`config.mk`:
```
export PLATFORM = sky130hd
export DESIGN_NAME = branch_predictor
export DESIGN_NICKNAME = d
export VERILOG_FILES = /design/src/rtl/branch_predictor.sv
export SDC_FILE = /design/constraint.sdc
export NUM_CORES = 1
export LEC_CHECK = 0
export CORE_MARGIN = 1.5
export CORE_UTILIZATION = 55
export DETAILED_ROUTE_END_ITERATION = 16
export GPL_ROUTABILITY_DRIVEN = 1
export PLACE_DENSITY_LB_ADDON = 0.08
export SLEW_MARGIN = 40
export SYNTH_ARGS = -nofsm -noshare
export SYNTH_HDL_FRONTEND = slang
export SYNTH_SLANG_ARGS = --single-unit
export TNS_END_PERCENT = 5
```
`constraint.sdc`:
```
create_clock -name CLK -period 6.8 [get_ports CLK]
set_input_delay 1.02 -clock CLK [delete_from_list [all_inputs] [get_ports CLK]]
set_output_delay 1.02 -clock CLK [all_outputs]
set_load 0.05 [all_outputs]
```
`src/rtl/branch_predictor.sv`:
```
// Direct-mapped branch target buffer with saturating direction counters.
// Combinational lookup for fetch, edge-triggered update from execute, and
// combinational mispredict / corrected-PC generation for the hazard unit.
// Optional statistics counters are built when BP_STATS_EN is defined.
module branch_predictor #(
  parameter int unsigned ENTRIES  = 16,
  parameter int unsigned CTR_BITS = 2
) (
  input  logic        CLK,
  input  logic        nRST,
  input  logic [31:0] lk_pc,
  output logic        pred_taken,
  output logic [31:0] pred_target,
  input  logic        upd_en,
  input  logic [31:0] upd_pc,
  input  logic        upd_taken,
  input  logic [31:0] upd_target,
  input  logic        upd_pred_taken,
  input  logic [31:0] upd_pred_target,
  output logic        mispredict,
  output logic [31:0] correct_pc,
  input  logic        inv_all
`ifdef BP_STATS_EN
  ,
  output logic [31:0] stat_lookups,
  output logic [31:0] stat_updates,
  output logic [31:0] stat_mispredicts
`endif
);

  localparam int unsigned IDX      = $clog2(ENTRIES);
  localparam int unsigned TAG_BITS = 30 - IDX;

  localparam logic [CTR_BITS-1:0] CTR_MAX = {CTR_BITS{1'b1}};
  localparam logic [CTR_BITS-1:0] CTR_WT  = CTR_BITS'(1 << (CTR_BITS - 1));
  localparam logic [CTR_BITS-1:0] CTR_WNT = CTR_BITS'((1 << (CTR_BITS - 1)) - 1);

  logic [ENTRIES-1:0]  valid;
  logic [TAG_BITS-1:0] tag_mem    [ENTRIES];
  logic [31:0]         target_mem [ENTRIES];
  logic [CTR_BITS-1:0] ctr_mem    [ENTRIES];

  logic [IDX-1:0]      l_idx;
  logic [TAG_BITS-1:0] l_tag;
  logic                l_hit;
  logic [IDX-1:0]      u_idx;
  logic [TAG_BITS-1:0] u_tag;
  logic                u_hit;
  logic [CTR_BITS-1:0] u_ctr;
  logic                unused_pc_bits;

  assign l_idx = lk_pc[IDX+1:2];
  assign l_tag = lk_pc[31:IDX+2];
  assign u_idx = upd_pc[IDX+1:2];
  assign u_tag = upd_pc[31:IDX+2];
  assign u_ctr = ctr_mem[u_idx];

  // Byte offset within the instruction word plays no part in indexing.
  assign unused_pc_bits = ^{lk_pc[1:0], upd_pc[1:0]};

  // Fetch-side lookup; reads pre-update state of the arrays.
  always_comb begin
    l_hit       = valid[l_idx] && (tag_mem[l_idx] == l_tag);
    pred_taken  = l_hit && ctr_mem[l_idx][CTR_BITS-1];
    pred_target = pred_taken ? target_mem[l_idx] : lk_pc + 32'd4;
  end

  // Execute-side resolution: wrong direction, or taken to a different target.
  always_comb begin
    u_hit      = valid[u_idx] && (tag_mem[u_idx] == u_tag);
    mispredict = upd_en && ((upd_taken != upd_pred_taken) ||
                            (upd_taken && upd_pred_taken && (upd_target != upd_pred_target)));
    correct_pc = upd_taken ? upd_target : upd_pc + 32'd4;
  end

  // Valid bits and direction counters; invalidate beats a same-cycle update.
  always_ff @(posedge CLK or posedge nRST) begin
    if (nRST) begin
      valid <= '0;
      for (int i = 0; i < int'(ENTRIES); i++) ctr_mem[i] <= CTR_WNT;
    end else if (inv_all) begin
      valid <= '0;
    end else if (upd_en) begin
      if (u_hit) begin
        if (upd_taken) begin
          if (u_ctr != CTR_MAX) ctr_mem[u_idx] <= u_ctr + 1'b1;
        end else begin
          if (u_ctr != '0) ctr_mem[u_idx] <= u_ctr - 1'b1;
        end
      end else if (upd_taken) begin
        valid[u_idx]   <= 1'b1;
        ctr_mem[u_idx] <= CTR_WT;
      end
    end
  end

  // Tag and target payload; only meaningful behind a valid bit, so no reset.
  always_ff @(posedge CLK) begin
    if (!nRST && !inv_all && upd_en && upd_taken) begin
      tag_mem[u_idx]    <= u_tag;
      target_mem[u_idx] <= upd_target;
    end
  end

`ifdef BP_STATS_EN
  // Free-running activity counters, untouched by inv_all.
  always_ff @(posedge CLK or posedge nRST) begin
    if (nRST) begin
      stat_lookups     <= '0;
      stat_updates     <= '0;
      stat_mispredicts <= '0;
    end else begin
      stat_lookups <= stat_lookups + 32'd1;
      if (upd_en)     stat_updates     <= stat_updates + 32'd1;
      if (mispredict) stat_mispredicts <= stat_mispredicts + 32'd1;
    end
  end
`endif

endmodule

```
==> reports/metrics.csv, run 1 <==
metric,value,unit
tightest_slew,0.944,ns
fillCellCount,5492,
clock_sinks,976,
antenna_left,0,
final_max_slew_viol_count,0,
hold_viol_final,0,
rsz0062_at_grt,no,
globalRouteTotalUtil,33.1,%
reg2reg_slack,2.68,ns
synthTopCellsByArea,"edfxtp_1, mux4_2, mux2i_1",
critPathMaxStageDelay,0.66,ns
antenna_found_initial,6,
outcome,finished clean,
setup.worst_path.end_class,output port,
relSlewSlack,36.9,%
final_cell_mix,"edfxtp_1, mux4_2, buf_4",
htree_levels,3,
synthCells,2377,
cts_max_path_buffers,3,
coreArea,80400,um^2
p_leak,0.0169,uW
clock_latency,0.68,ns
cts_root_buf,clkbuf_16,
post-route-period-util,91.6,%
drcViolationCount,0,
yosysSeqAreaShare,65.1,%
fmax,161,MHz
grt_pass1_wl,191000,um
setup_ws,0.571,ns
syn_area_per_cell,18.8,um^2
critical_path.top_delay_family,simple AND/OR/NAND/NOR gates,
ys_ff_latch,976,
cts.repair.resized,0,
setup_violations,0,
syn_area,44700,um^2
synth.area.mux_share,22.6,%
wl_per_cell,35.6,um
cp.arrival,5.21,ns
synth_top_flop_cell,edfxtp_1,
startpoint_type,primary input,
synth_warnings,0,
synth_top_area_share,62.4,%
area_delta_synth_final,16.2,%
io_pins,200,
wl,135000,um
syn-num-nets,2519,
clk_pin_slew_worst_paths,0.06,ns
stdcell_area,51900,um^2
die_h,288,um
grt_max_degree,95,
yosys.area.top_type,edfxtp_1,
grt_pass1_vias,25900,
synth-compound-area-share,3.55,%
cp_max_fo,33,
grt_overflow_total,0,
vias_per_cell,6.87,
crit_chain,"buf_8, buf_16, mux4_2, nor2b_1, a211oi_1, a21oi_1, xor2_1, nor4_1, nand4_1, nor4_4, buf_12, mux2_2, buf_4",
cts_inserted_buffers,102,
cts_setup_buffers,0,
synthXorXnorAreaFrac,2.80,%
via_count,26100,
drive_gt1_share,29.8,%
dieArea,82900,um^2
drt_iter0_drc,3510,
layout.nets,2791,
multi_input_area,14800,um^2
tns,0,ns
synth_top_family_by_area,multiplexers,
num_rows,104,
dp_slack,0.544,ns
drv_cap,0,
synth_adder_area_share,0.224,%
min_path_type,reg2reg,
worstPathRequired,5.78,ns
synthSimpleGateAreaFrac,3.52,%
fin_crit,6.23,ns
path_buf_inv,4,
total_power,13500,uW
pwr_density_cell,261,nW/um^2
cp_slowest_cell,nor4_1,
yosys.cell_types.count,67,
vdd_drop_max,0.000215,V
portBuffers,199,
cts_tree,done,
die_w,288,um
dr.pass1.iters,6,
gp_congestion,0.887,
criticalPathCategory,in2out,
postCtsHoldBufs,0,
final.setup_skew,0.0250,ns
start_util,55.5,%
mostFrequentLayoutCell,edfxtp_1,
synth_edf_count,928,
dpl-instance-area,48400,um^2
seq_area,29100,um^2
hpwl,85300,um
synth-async-reset-ratio,4.92,%
## worst reg2reg max path, cell delays in order, from the launching register on
cell	delay, ns
edfxtp_1	0.38
mux4_2	0.51
mux2i_1	0.30
xnor2_1	0.11
a2111oi_0	0.59
o22ai_1	0.42
or4b_2	0.77
buf_12	0.23
o32ai_1	0.29
mux2_2	0.39
## layout make-up
class | count | area share [%]
antenna | 4 | 0.0193
clock buffer | 121 | 5.14
clock inverter | 63 | 1.36
inverter | 17 | 0.128
multi-input combinational | 1220 | 28.4
sequential | 976 | 56.1
tap | 1060 | 2.56
timing repair buffer | 332 | 6.28
## layer usage
layer / vias to the layer above / global-route usage, % / routed length (um)
met4: 0 / 10.9 / 4430
met3: 226 / 9.03 / 15800
met5: - / 0 / 0
met1: 13800 / 46.4 / 51800
li1: 10400 / - / -
met2: 1630 / 50.8 / 63100
## path summary, 6_finish.rpt
kind,startpoint,to,cells past startpoint
min in group asynchronous,nRST,ctr_mem[29]$_DFFE_PP0P_,3
min reg2reg,valid[6]$_DFFE_PP0P_,valid[6]$_DFFE_PP0P_,2
max,lk_pc[2],pred_target[25],13
max in group asynchronous,nRST,ctr_mem[1]$_DFFE_PP0P_,3
min,valid[6]$_DFFE_PP0P_,valid[6]$_DFFE_PP0P_,2
max reg2reg,tag_mem[15][8]$_DFFE_PP_,ctr_mem[29]$_DFFE_PP0P_,9
## per-stage QoR
stage,hold slack [ns],cells,utilization (%)
2_1_floorplan,0.478,2377,-
3_3_place_gp,0.508,3594,60.1
3_5_place_dp,0.515,3602,60.2
4_1_cts,0.527,3786,64.4
5_1_grt,0.558,3789,64.5
6_report,0.530,3793,64.5
## registers in the layout, indices dropped and copies added (netlist names)
| signal | cells |
|---|---|
| ctr_mem | 32 |
| target_mem | 512 |
| valid | 16 |
| tag_mem | 416 |
## logic make-up (layout without fill, tap and decap cells)
group / count (synthesis) / after routing
multiplexers: 556 / 556
flip-flops: 976 / 976
XOR/XNOR: 143 / 143
AND/OR/NAND/NOR: 318 / 318
other: 0 / 4
adder cells (fa/ha/maj): 8 / 8
AO/OA/AOI/OAI: 195 / 195
buffers and inverters: 181 / 533
## power by group
group	switching, uW	internal (uW)	total [uW]	leakage [uW]
logic	737	500	1240	0.00632
registers	25.3	6620	6650	0.00893
clock network	2330	3330	5660	0.00164
total	3090	10400	13500	0.0169
## synthesized netlist by cell type, drive strengths merged, types with 12 or more instances
cell type,number
a22oi,20
clkbuf,73
dfstp,16
nor2b,24
mux4,354
o32ai,18
a41oi,12
o21ai,47
edfxtp,928
xnor2,99
xor2,44
mux2,77
inv,17
nor4,12
buf,91
nand4,25
a21oi,27
mux2i,125
and3,12
a211oi,18
nand3,52
nand2,100
dfrtp,32
nor2,63
Power figures use the tool's default switching activity.
==> run 2, diff against run 1 <==
--- a/config.mk
+++ b/config.mk
@@ -6,7 +6,7 @@
 export NUM_CORES = 1
 export LEC_CHECK = 0
 export CORE_MARGIN = 1.5
-export CORE_UTILIZATION = 55
+export CORE_UTILIZATION = 40
 export DETAILED_ROUTE_END_ITERATION = 16
 export GPL_ROUTABILITY_DRIVEN = 1
 export PLACE_DENSITY_LB_ADDON = 0.08
==> reports/metrics.csv, run 2 (synthesized netlist as in run 1, its figures left out) <==
metric,value,unit,change
outcome,finished clean,,unchanged
hold_viol_final,0,,unchanged
clk_pin_slew_worst_paths,0.06,ns,about the same
setup.worst_path.end_class,output port,,unchanged
cts_max_path_buffers,3,,unchanged
post-route-period-util,91.1,%,was 91.6%
clock_latency,0.71,ns,was 0.68 ns
largest_reg_flops,512,,unchanged
worstPathRequired,5.78,ns,about the same
fin_crit,6.19,ns,was 6.23 ns
relSlewSlack,41.9,%,was 36.9%
worstSetupStartpoint,lk_pc[2],,unchanged
criticalPathCategory,in2out,,unchanged
cts.repair.resized,0,,unchanged
dieArea,114000,um^2,was 82900 um^2
antenna_found_initial,16,,was 6
p_leak,0.0171,uW,was 0.0169 uW
cts_setup_buffers,0,,unchanged
reg2regPathDepth,9,,unchanged
coreArea,111000,um^2,was 80400 um^2
drcViolationCount,0,,unchanged
layout.nets,2824,,was 2791
area_delta_synth_final,18.2,%,was 16.2%
regMostFlops,target_mem,,unchanged
mostFrequentLayoutCell,edfxtp_1,,unchanged
cp_max_fo,46,,was 33
final_cell_mix,"edfxtp_1, mux4_2, buf_4",,unchanged
grt_max_degree,83,,was 95
antenna_left,0,,unchanged
start_util,40.4,%,was 55.5%
tightest_slew,0.872,ns,was 0.944 ns
vdd_drop_max,0.000213,V,was 0.000215 V
drt_iter0_drc,3023,,was 3510
portBuffers,199,,unchanged
cts_root_buf,clkbuf_16,,unchanged
cts_tree,done,,unchanged
final_max_slew_viol_count,0,,unchanged
pwr_density_cell,258,nW/um^2,was 261 nW/um^2
fmax,162,MHz,was 161 MHz
globalRouteTotalUtil,27.0,%,was 33.1%
top_regs,"target_mem: 512 flops, tag_mem: 416 flops, ctr_mem: 32 flops",,unchanged
critPathCapture,pred_target[21],,was pred_target[25]
clock_sinks,976,,unchanged
vias_per_cell,6.12,,was 6.87
tns,0,ns,unchanged
setup_violations,0,,unchanged
reg2reg_slack,2.41,ns,was 2.68 ns
r2r_end,ctr_mem[7]$_DFFE_PP0P_,,was ctr_mem[29]$_DFFE_PP0P_
cp.arrival,5.17,ns,was 5.21 ns
wl_per_cell,36.0,um,was 35.6 um
num_rows,122,,was 104
hpwl,101000,um,was 85300 um
die_h,337,um,was 288 um
dr.pass1.iters,6,,unchanged
final.setup_skew,0.0390,ns,was 0.0250 ns
reg2reg_from,tag_mem[15][25]$_DFFE_PP_,,was tag_mem[15][8]$_DFFE_PP_
drive_gt1_share,30.6,%,was 29.8%
wl,153000,um,was 135000 um
via_count,26100,,unchanged
grt_overflow_total,0,,unchanged
startpoint_type,primary input,,unchanged
min_path_type,reg2reg,,unchanged
grt_pass1_vias,26200,,was 25900
postCtsHoldBufs,0,,unchanged
gp_congestion,0.880,,was 0.887
rsz0062_at_grt,no,,unchanged
drv_cap,0,,unchanged
grt_pass1_wl,211000,um,was 191000 um
htree_levels,3,,unchanged
cts_inserted_buffers,104,,was 102
total_power,13600,uW,was 13500 uW
io_pins,200,,unchanged
die_w,337,um,was 288 um
## run 2: final cells by class
class                      count  area (um^2)
antenna                        2         5.00
clock buffer                 120         2670
timing repair buffer         363         3600
fill                        9204        57900
tap                         1488         1860
sequential                   976        29100
inverter                      17         63.8
multi-input combinational   1220        14800
clock inverter                72          721
## run 2: stage by stage
step / utilization (%) / setup slack [ns] / cell area (um^2) / cells / hold WS [ns]
after floorplan: - / 0.834 / 44700 / 2377 / 0.478
after global routing: 47.7 / 0.504 / 52800 / 4256 / 0.565
after CTS: 47.7 / 0.558 / 52700 / 4255 / 0.540
after detailed placement: 44.6 / 0.582 / 49300 / 4063 / 0.518
after global placement: 44.4 / 0.677 / 49200 / 4056 / 0.502
final: 47.7 / 0.608 / 52800 / 4258 / 0.542
## run 2: routing by layer
metal	routed length [um]	share of wire [%]	GRT usage, %	up-vias
li1	-	-	-	10500
met1	65300	43	38.4	14100
met2	72100	47	42.9	1268
met3	12400	8.1	4.93	197
met4	3450	2.2	6.80	10
met5	65	0.042	0	-
## run 2: worst min path at each step
| stage | startpoint | end | slack [ns] | cells after the start |
|---|---|---|---|---|
| after floorplan | valid[14]$_DFFE_PP0P_ | valid[14]$_DFFE_PP0P_ | 0.48 | 2 |
| after global placement | valid[12]$_DFFE_PP0P_ | valid[12]$_DFFE_PP0P_ | 0.50 | 2 |
| after detailed placement | valid[6]$_DFFE_PP0P_ | valid[6]$_DFFE_PP0P_ | 0.52 | 2 |
| after CTS | valid[14]$_DFFE_PP0P_ | valid[14]$_DFFE_PP0P_ | 0.54 | 2 |
| after global routing | ctr_mem[11]$_DFFE_PP0P_ | ctr_mem[11]$_DFFE_PP0P_ | 0.57 | 1 |
| final | valid[5]$_DFFE_PP0P_ | valid[5]$_DFFE_PP0P_ | 0.54 | 2 |
## run 2: where the power goes
| part | internal, uW | leakage (uW) | switching (uW) |
|---|---|---|---|
| clock | 3210 | 0.00166 | 2440 |
| combinational | 511 | 0.00646 | 791 |
| sequential | 6620 | 0.00893 | 24.9 |
## run 2: critical path, stage by stage
cell	delay (ns)
buf_8	0.23
buf_16	0.32
mux4_2	0.54
nor2b_1	0.14
a211oi_1	0.24
a21oi_1	0.10
xor2_1	0.23
nor4_1	0.45
nand4_1	0.45
nor4_4	0.41
buf_12	0.28
mux2_2	0.38
buf_4	0.19
